### src/rtl/mem_stage.sv
// mem_stage: MIPS MEM pipeline stage. Decodes load/store ops into byte-lane
// RAM controls, aligns and extends read data, detects misaligned accesses,
// and registers the result into the MEM/WB register.
// Optional feature macro: MEM_STAGE_LLSC_EN (LL/SC support with a link bit).
module mem_stage (
   input  logic        clk,
   input  logic        rst,
   input  logic        stall,
   input  logic        flush,
   input  logic        ll_clear,
   input  logic [3:0]  mem_op,
   input  logic [31:0] mem_addr,
   input  logic [31:0] mem_store_data,
   input  logic [31:0] alu_result_in,
   input  logic [4:0]  wd_in,
   input  logic        wreg_in,
   output logic        ram_enabler,
   output logic        ram_write_enabler,
   output logic [31:0] ram_addr,
   output logic [3:0]  ram_select,
   output logic [31:0] ram_data_input,
   input  logic [31:0] ram_data_output,
   output logic [4:0]  wb_wd,
   output logic        wb_wreg,
   output logic [31:0] wb_wdata,
   output logic        exc_adel,
   output logic        exc_ades,
   output logic [31:0] bad_vaddr
);

   typedef enum logic [1:0] {SZ_NONE = 2'd0, SZ_BYTE = 2'd1, SZ_HALF = 2'd2, SZ_WORD = 2'd3} size_t;

   logic        is_load, is_store, is_sext, is_ll, is_sc, is_kill;
   size_t       size;
   logic        misalign, link, sc_fail, commit;
   logic [4:0]  lane_shift;
   logic [7:0]  byte_val;
   logic [15:0] half_val;
   logic [31:0] wdata_next;
   logic        wreg_next;

   // Op decode
   always_comb begin
      is_load  = 1'b0;
      is_store = 1'b0;
      is_sext  = 1'b0;
      is_ll    = 1'b0;
      is_sc    = 1'b0;
      is_kill  = 1'b0;
      size     = SZ_NONE;
      case (mem_op)
         4'd1:  begin is_load = 1'b1; size = SZ_BYTE; is_sext = 1'b1; end
         4'd2:  begin is_load = 1'b1; size = SZ_BYTE; end
         4'd3:  begin is_load = 1'b1; size = SZ_HALF; is_sext = 1'b1; end
         4'd4:  begin is_load = 1'b1; size = SZ_HALF; end
         4'd5:  begin is_load = 1'b1; size = SZ_WORD; end
         4'd6:  begin is_store = 1'b1; size = SZ_BYTE; end
         4'd7:  begin is_store = 1'b1; size = SZ_HALF; end
         4'd8:  begin is_store = 1'b1; size = SZ_WORD; end
`ifdef MEM_STAGE_LLSC_EN
         4'd9:  begin is_load = 1'b1; size = SZ_WORD; is_ll = 1'b1; end
         4'd10: begin is_store = 1'b1; size = SZ_WORD; is_sc = 1'b1; end
`else
         4'd9, 4'd10: is_kill = 1'b1;
`endif
         default: ;
      endcase
   end

   // Alignment check, commit qualifier and SC outcome
   always_comb begin
      misalign = ((size == SZ_HALF) && mem_addr[0]) ||
                 ((size == SZ_WORD) && (mem_addr[1:0] != 2'b00));
      commit   = !stall && !flush;
      sc_fail  = is_sc && !link;
   end

   // RAM request: lane selects, replicated store data, enables
   always_comb begin
      ram_addr = mem_addr;
      case (size)
         SZ_BYTE: begin
            ram_select     = 4'b1000 >> mem_addr[1:0];
            ram_data_input = {4{mem_store_data[7:0]}};
         end
         SZ_HALF: begin
            ram_select     = mem_addr[1] ? 4'b0011 : 4'b1100;
            ram_data_input = {2{mem_store_data[15:0]}};
         end
         SZ_WORD: begin
            ram_select     = 4'b1111;
            ram_data_input = mem_store_data;
         end
         default: begin
            ram_select     = 4'b0000;
            ram_data_input = mem_store_data;
         end
      endcase
      ram_write_enabler = !rst && !misalign && is_store && !sc_fail && commit;
      ram_enabler       = !rst && !misalign && (is_load || ram_write_enabler);
   end

   // Read-data lane extraction (lane 0 is the most significant byte)
   always_comb begin
      lane_shift = {~mem_addr[1:0], 3'b000};
      byte_val   = 8'(ram_data_output >> lane_shift);
      half_val   = mem_addr[1] ? ram_data_output[15:0] : ram_data_output[31:16];
      wdata_next = alu_result_in;
      if (is_load) begin
         case (size)
            SZ_BYTE: wdata_next = is_sext ? {{24{byte_val[7]}}, byte_val} : {24'h0, byte_val};
            SZ_HALF: wdata_next = is_sext ? {{16{half_val[15]}}, half_val} : {16'h0, half_val};
            default: wdata_next = ram_data_output;
         endcase
      end else if (is_sc) begin
         wdata_next = {31'h0, link};
      end
      wreg_next = wreg_in && !misalign && !is_kill;
   end

   // MEM/WB register: flush squashes, stall holds
   always_ff @(posedge clk or posedge rst) begin
      if (rst) begin
         wb_wd     <= 5'd0;
         wb_wreg   <= 1'b0;
         wb_wdata  <= 32'd0;
         exc_adel  <= 1'b0;
         exc_ades  <= 1'b0;
         bad_vaddr <= 32'd0;
      end else if (flush) begin
         wb_wreg  <= 1'b0;
         exc_adel <= 1'b0;
         exc_ades <= 1'b0;
      end else if (!stall) begin
         wb_wd    <= wd_in;
         wb_wreg  <= wreg_next;
         wb_wdata <= wdata_next;
         exc_adel <= misalign && is_load;
         exc_ades <= misalign && is_store;
         if (misalign) bad_vaddr <= mem_addr;
      end
   end

`ifdef MEM_STAGE_LLSC_EN
   // Link bit: set by committed LL, cleared by committed SC or ll_clear
   always_ff @(posedge clk or posedge rst) begin
      if (rst)                                link <= 1'b0;
      else if (ll_clear)                      link <= 1'b0;
      else if (commit && is_ll && !misalign)  link <= 1'b1;
      else if (commit && is_sc)               link <= 1'b0;
   end
`else
   logic unused_ll_clear;
   assign link            = 1'b0;
   assign unused_ll_clear = ll_clear;
`endif

endmodule

### config.mk
export PLATFORM = sky130hd
export DESIGN_NAME = mem_stage
export DESIGN_NICKNAME = d
export VERILOG_FILES = /design/src/rtl/mem_stage.sv
export SDC_FILE = /design/constraint.sdc
export NUM_CORES = 1
export LEC_CHECK = 0
export BUFFER_PORTS_ARGS = -buffer_cell sky130_fd_sc_hd__buf_4
export CAP_MARGIN = 10
export CORE_AREA = 2 2 110 112
export CTS_CLUSTER_SIZE = 8
export DETAILED_ROUTE_END_ITERATION = 12
export DIE_AREA = 0 0 112 114
export PLACE_DENSITY = 0.76
export SYNTH_ARGS = -nofsm -noshare
export SYNTH_HDL_FRONTEND = slang
export SYNTH_SLANG_ARGS = --single-unit
### constraint.sdc
create_clock -name clk -period 3.35 [get_ports clk]
set_input_delay 0.335 -clock clk [delete_from_list [all_inputs] [get_ports clk]]
set_output_delay 0.335 -clock clk [all_outputs]
set_load 0.02 [all_outputs]
==> qor.txt <==
1st-iter DRT viols -> 449
status -> finished clean
Crit. End Element -> output port
initial antenna violation count -> 0
crit path DAT -> 2.70 ns
max_cap viols -> 0
Final Cycle Share -> 0.906
Max clock buf depth -> 2
Async SR Flop Fraction -> 1.00
critical path class -> in -> out
clk slew on worst S/H paths -> 0.06 ns
die area -> 12800 um^2
Leak -> 0.00335 uW
Port Buffers -> 283
Yosys cell types -> 42
TNS Setup -> 0 ns
CP Launch Type -> input pin
Synth warnings -> 0
Clk pwr share -> 0.262
Placed Instances -> 891
fin cells -> 906
Cell Pwr Density -> 525 nW/um^2
CTS Root Cell -> clkbuf_16
drt drc -> 0
largest net degree at the start of global routing -> 45
Fin Clk Skew -> 0 ns
number of hold buffers added after CTS -> 0
Internal -> 2350 uW
Slew headroom -> 0.378
Pins Over Slew Limit -> 0
DRT Pass-1 Iters -> 5
Main synth FF type -> dfrtp_1
CTS sink cnt -> 72
switching power -> 1300 uW
number of routed nets with antenna violations -> 0
WP data required -> 3.01 ns
post-cts repair resize count -> 0
via/cell ratio -> 5.39
core area -> 11700 um^2
Core Rows -> 40
n_diodes -> 0
routability cong. -> 0.862
Peak VDD IR -> 0.382 mV
Post-Syn Area -> 4700 um^2
register bit total from synthesis -> 72
Syn Area/Cell -> 8.94 um^2
share of cells above drive strength 1 -> 0.515
worst-path fanout max -> 9
Routed WL per cell -> 18.1 um
CTS buffer count -> 9
fmax -> 0.329 GHz
total grt overflow -> 0
combinational fraction of design power -> 0.417
Post CTS Setup Buffer Count -> 0
Initial Util -> 0.401
Synth-to-Final Area Change -> 48.3%
Mapped Cells -> 526
Syn Nets -> 673
utilization after layout -> 0.595
DPL Wire Length -> 12700 um
register area share after synthesis -> 0.383
clock latency at the later pin of the worst-skew pair -> 0.33 ns
Final setup viols -> 0
via count of the first global-routing pass -> 4871
Final min period -> 3.04 ns
Hold Crit Class -> in -> async
Die Ht -> 114 um
total number of vias -> 4879
CTS tree -> built
total track usage -> 0.245
Slew @ Worst Pin -> 0.933 ns
io pins -> 285
Switching Share -> 0.356
unrepaired setup endpoints after global routing -> no
Die Width -> 112 um
number of synthesized flops with an enable pin -> 0
final net count -> 902
Sequential Power Share -> 0.321
first-pass GRT wire length -> 24700 um
Final Hold Fails -> 0
H-tree depth -> 3
final WL -> 16400 um
## state kept, by name, summed over array words and instances, names as in the netlist
register   flops
exc_ades       1
exc_adel       1
wb_wreg        1
wb_wd          5
bad_vaddr     32
wb_wdata      32
## worst paths after layout
kind	slack, ns	startpoint	end	cells after the start
max in group asynchronous	2.25	rst	bad_vaddr[17]$_DFFE_PP0P_	3
worst min-delay path	0.20	rst	exc_ades$_DFFE_PP0P_	2
worst max register to register	2.59	bad_vaddr[3]$_DFFE_PP0P_	bad_vaddr[3]$_DFFE_PP0P_	1
min in group clk	0.20	flush	wb_wreg$_DFFE_PP0P_	2
worst max-delay path	0.31	mem_op[0]	ram_data_input[9]	11
worst min register to register	0.48	wb_wd[0]$_DFFE_PP0P_	wb_wd[0]$_DFFE_PP0P_	2
## final cells by class
class / instances / area [um^2]
inverters: 6 / 22.5
clock inverters: 5 / 57.6
clock buffers: 10 / 239
fillers: 1016 / 4740
repair buffers: 298 / 2260
well taps: 147 / 184
flip-flops and latches: 72 / 1800
multi-input cells: 368 / 2400
## worst max-delay path: stages
cell and delay, ns:
buf_4 0.13, or3b_2 0.49, a21oi_1 0.16, a21o_1 0.15, inv_1 0.07, ha_1 0.24, buf_4 0.19, inv_1 0.22
nand2_1 0.29, a22o_1 0.27, buf_4 0.15
## cell families after synthesis
kind of cell,after synthesis,synth area share
AND/OR/NAND/NOR,175,0.175
XOR/XNOR,1,0.00186
flip-flops,72,0.383
multiplexers,41,0.100
buffers and inverters,86,0.108
adder cells (fa/ha/maj),4,0.0106
AO/OA/AOI/OAI,147,0.221
## power groups by stage
| stage | Combinational [uW] | Sequential [uW] | Clock [uW] |
|---|---|---|---|
| 6_report | 1530 | 1170 | 957 |
| 5_1_grt | 1620 | 1200 | 1010 |
| 4_1_cts | 1540 | 1170 | 971 |
| 3_5_place_dp | 1530 | 1190 | 0 |
| 3_3_place_gp | 1500 | 1180 | 0 |
| 2_1_floorplan | 589 | 1420 | 0 |
## placed cells by master, fill, tap and decap left out, drive strengths merged, types with 6 or more instances in the layout
| cell | netlist | final |
|---|---|---|
| buf | 54 | 298 |
| nand2 | 89 | 89 |
| dfrtp | 72 | 72 |
| mux2 | 39 | 39 |
| o21ai | 36 | 36 |
| a21oi | 33 | 33 |
| nor2 | 33 | 33 |
| a211oi | 26 | 26 |
| nor3 | 17 | 17 |
| a22o | 15 | 15 |
| or3b | 10 | 10 |
| nand3 | 10 | 10 |
| clkbuf | 26 | 10 |
| a22oi | 8 | 8 |
| o22ai | 8 | 8 |
| o221a | 7 | 7 |
| o2bb2ai | 7 | 7 |
| inv | 6 | 6 |
## synth_stat cells, drive strengths merged (10+ instances only)
cell type,n,share of area
a211oi,26,0.053
or3b,10,0.019
nor3,17,0.018
a22o,15,0.028
a21oi,33,0.035
nand3,10,0.013
clkbuf,26,0.021
dfrtp,72,0.38
nor2,33,0.026
nand2,89,0.071
o21ai,36,0.038
mux2,39,0.093
buf,54,0.083
## routing by layer
layer  part of all wire  up-vias  global-route usage
li1                   -     2297                   -
met1               0.36     2282               0.264
met2               0.54      271               0.472
met3              0.074       29              0.0574
met4              0.022        0              0.0813
met5                  0        -                   0
## stage by stage
step	hold slack, ns	cell area [um^2]	worst slack (ns)	total power, uW
after global placement	0.462	6670	0.381	2680
after detailed placement	0.468	6670	0.235	2720
final	0.195	6970	0.314	3660
after CTS	0.184	6970	0.323	3680
after floorplan	0.398	4700	0.272	2010
after global routing	0.195	6970	0.226	3830
Note: power is estimated with default switching activity, not from simulation.
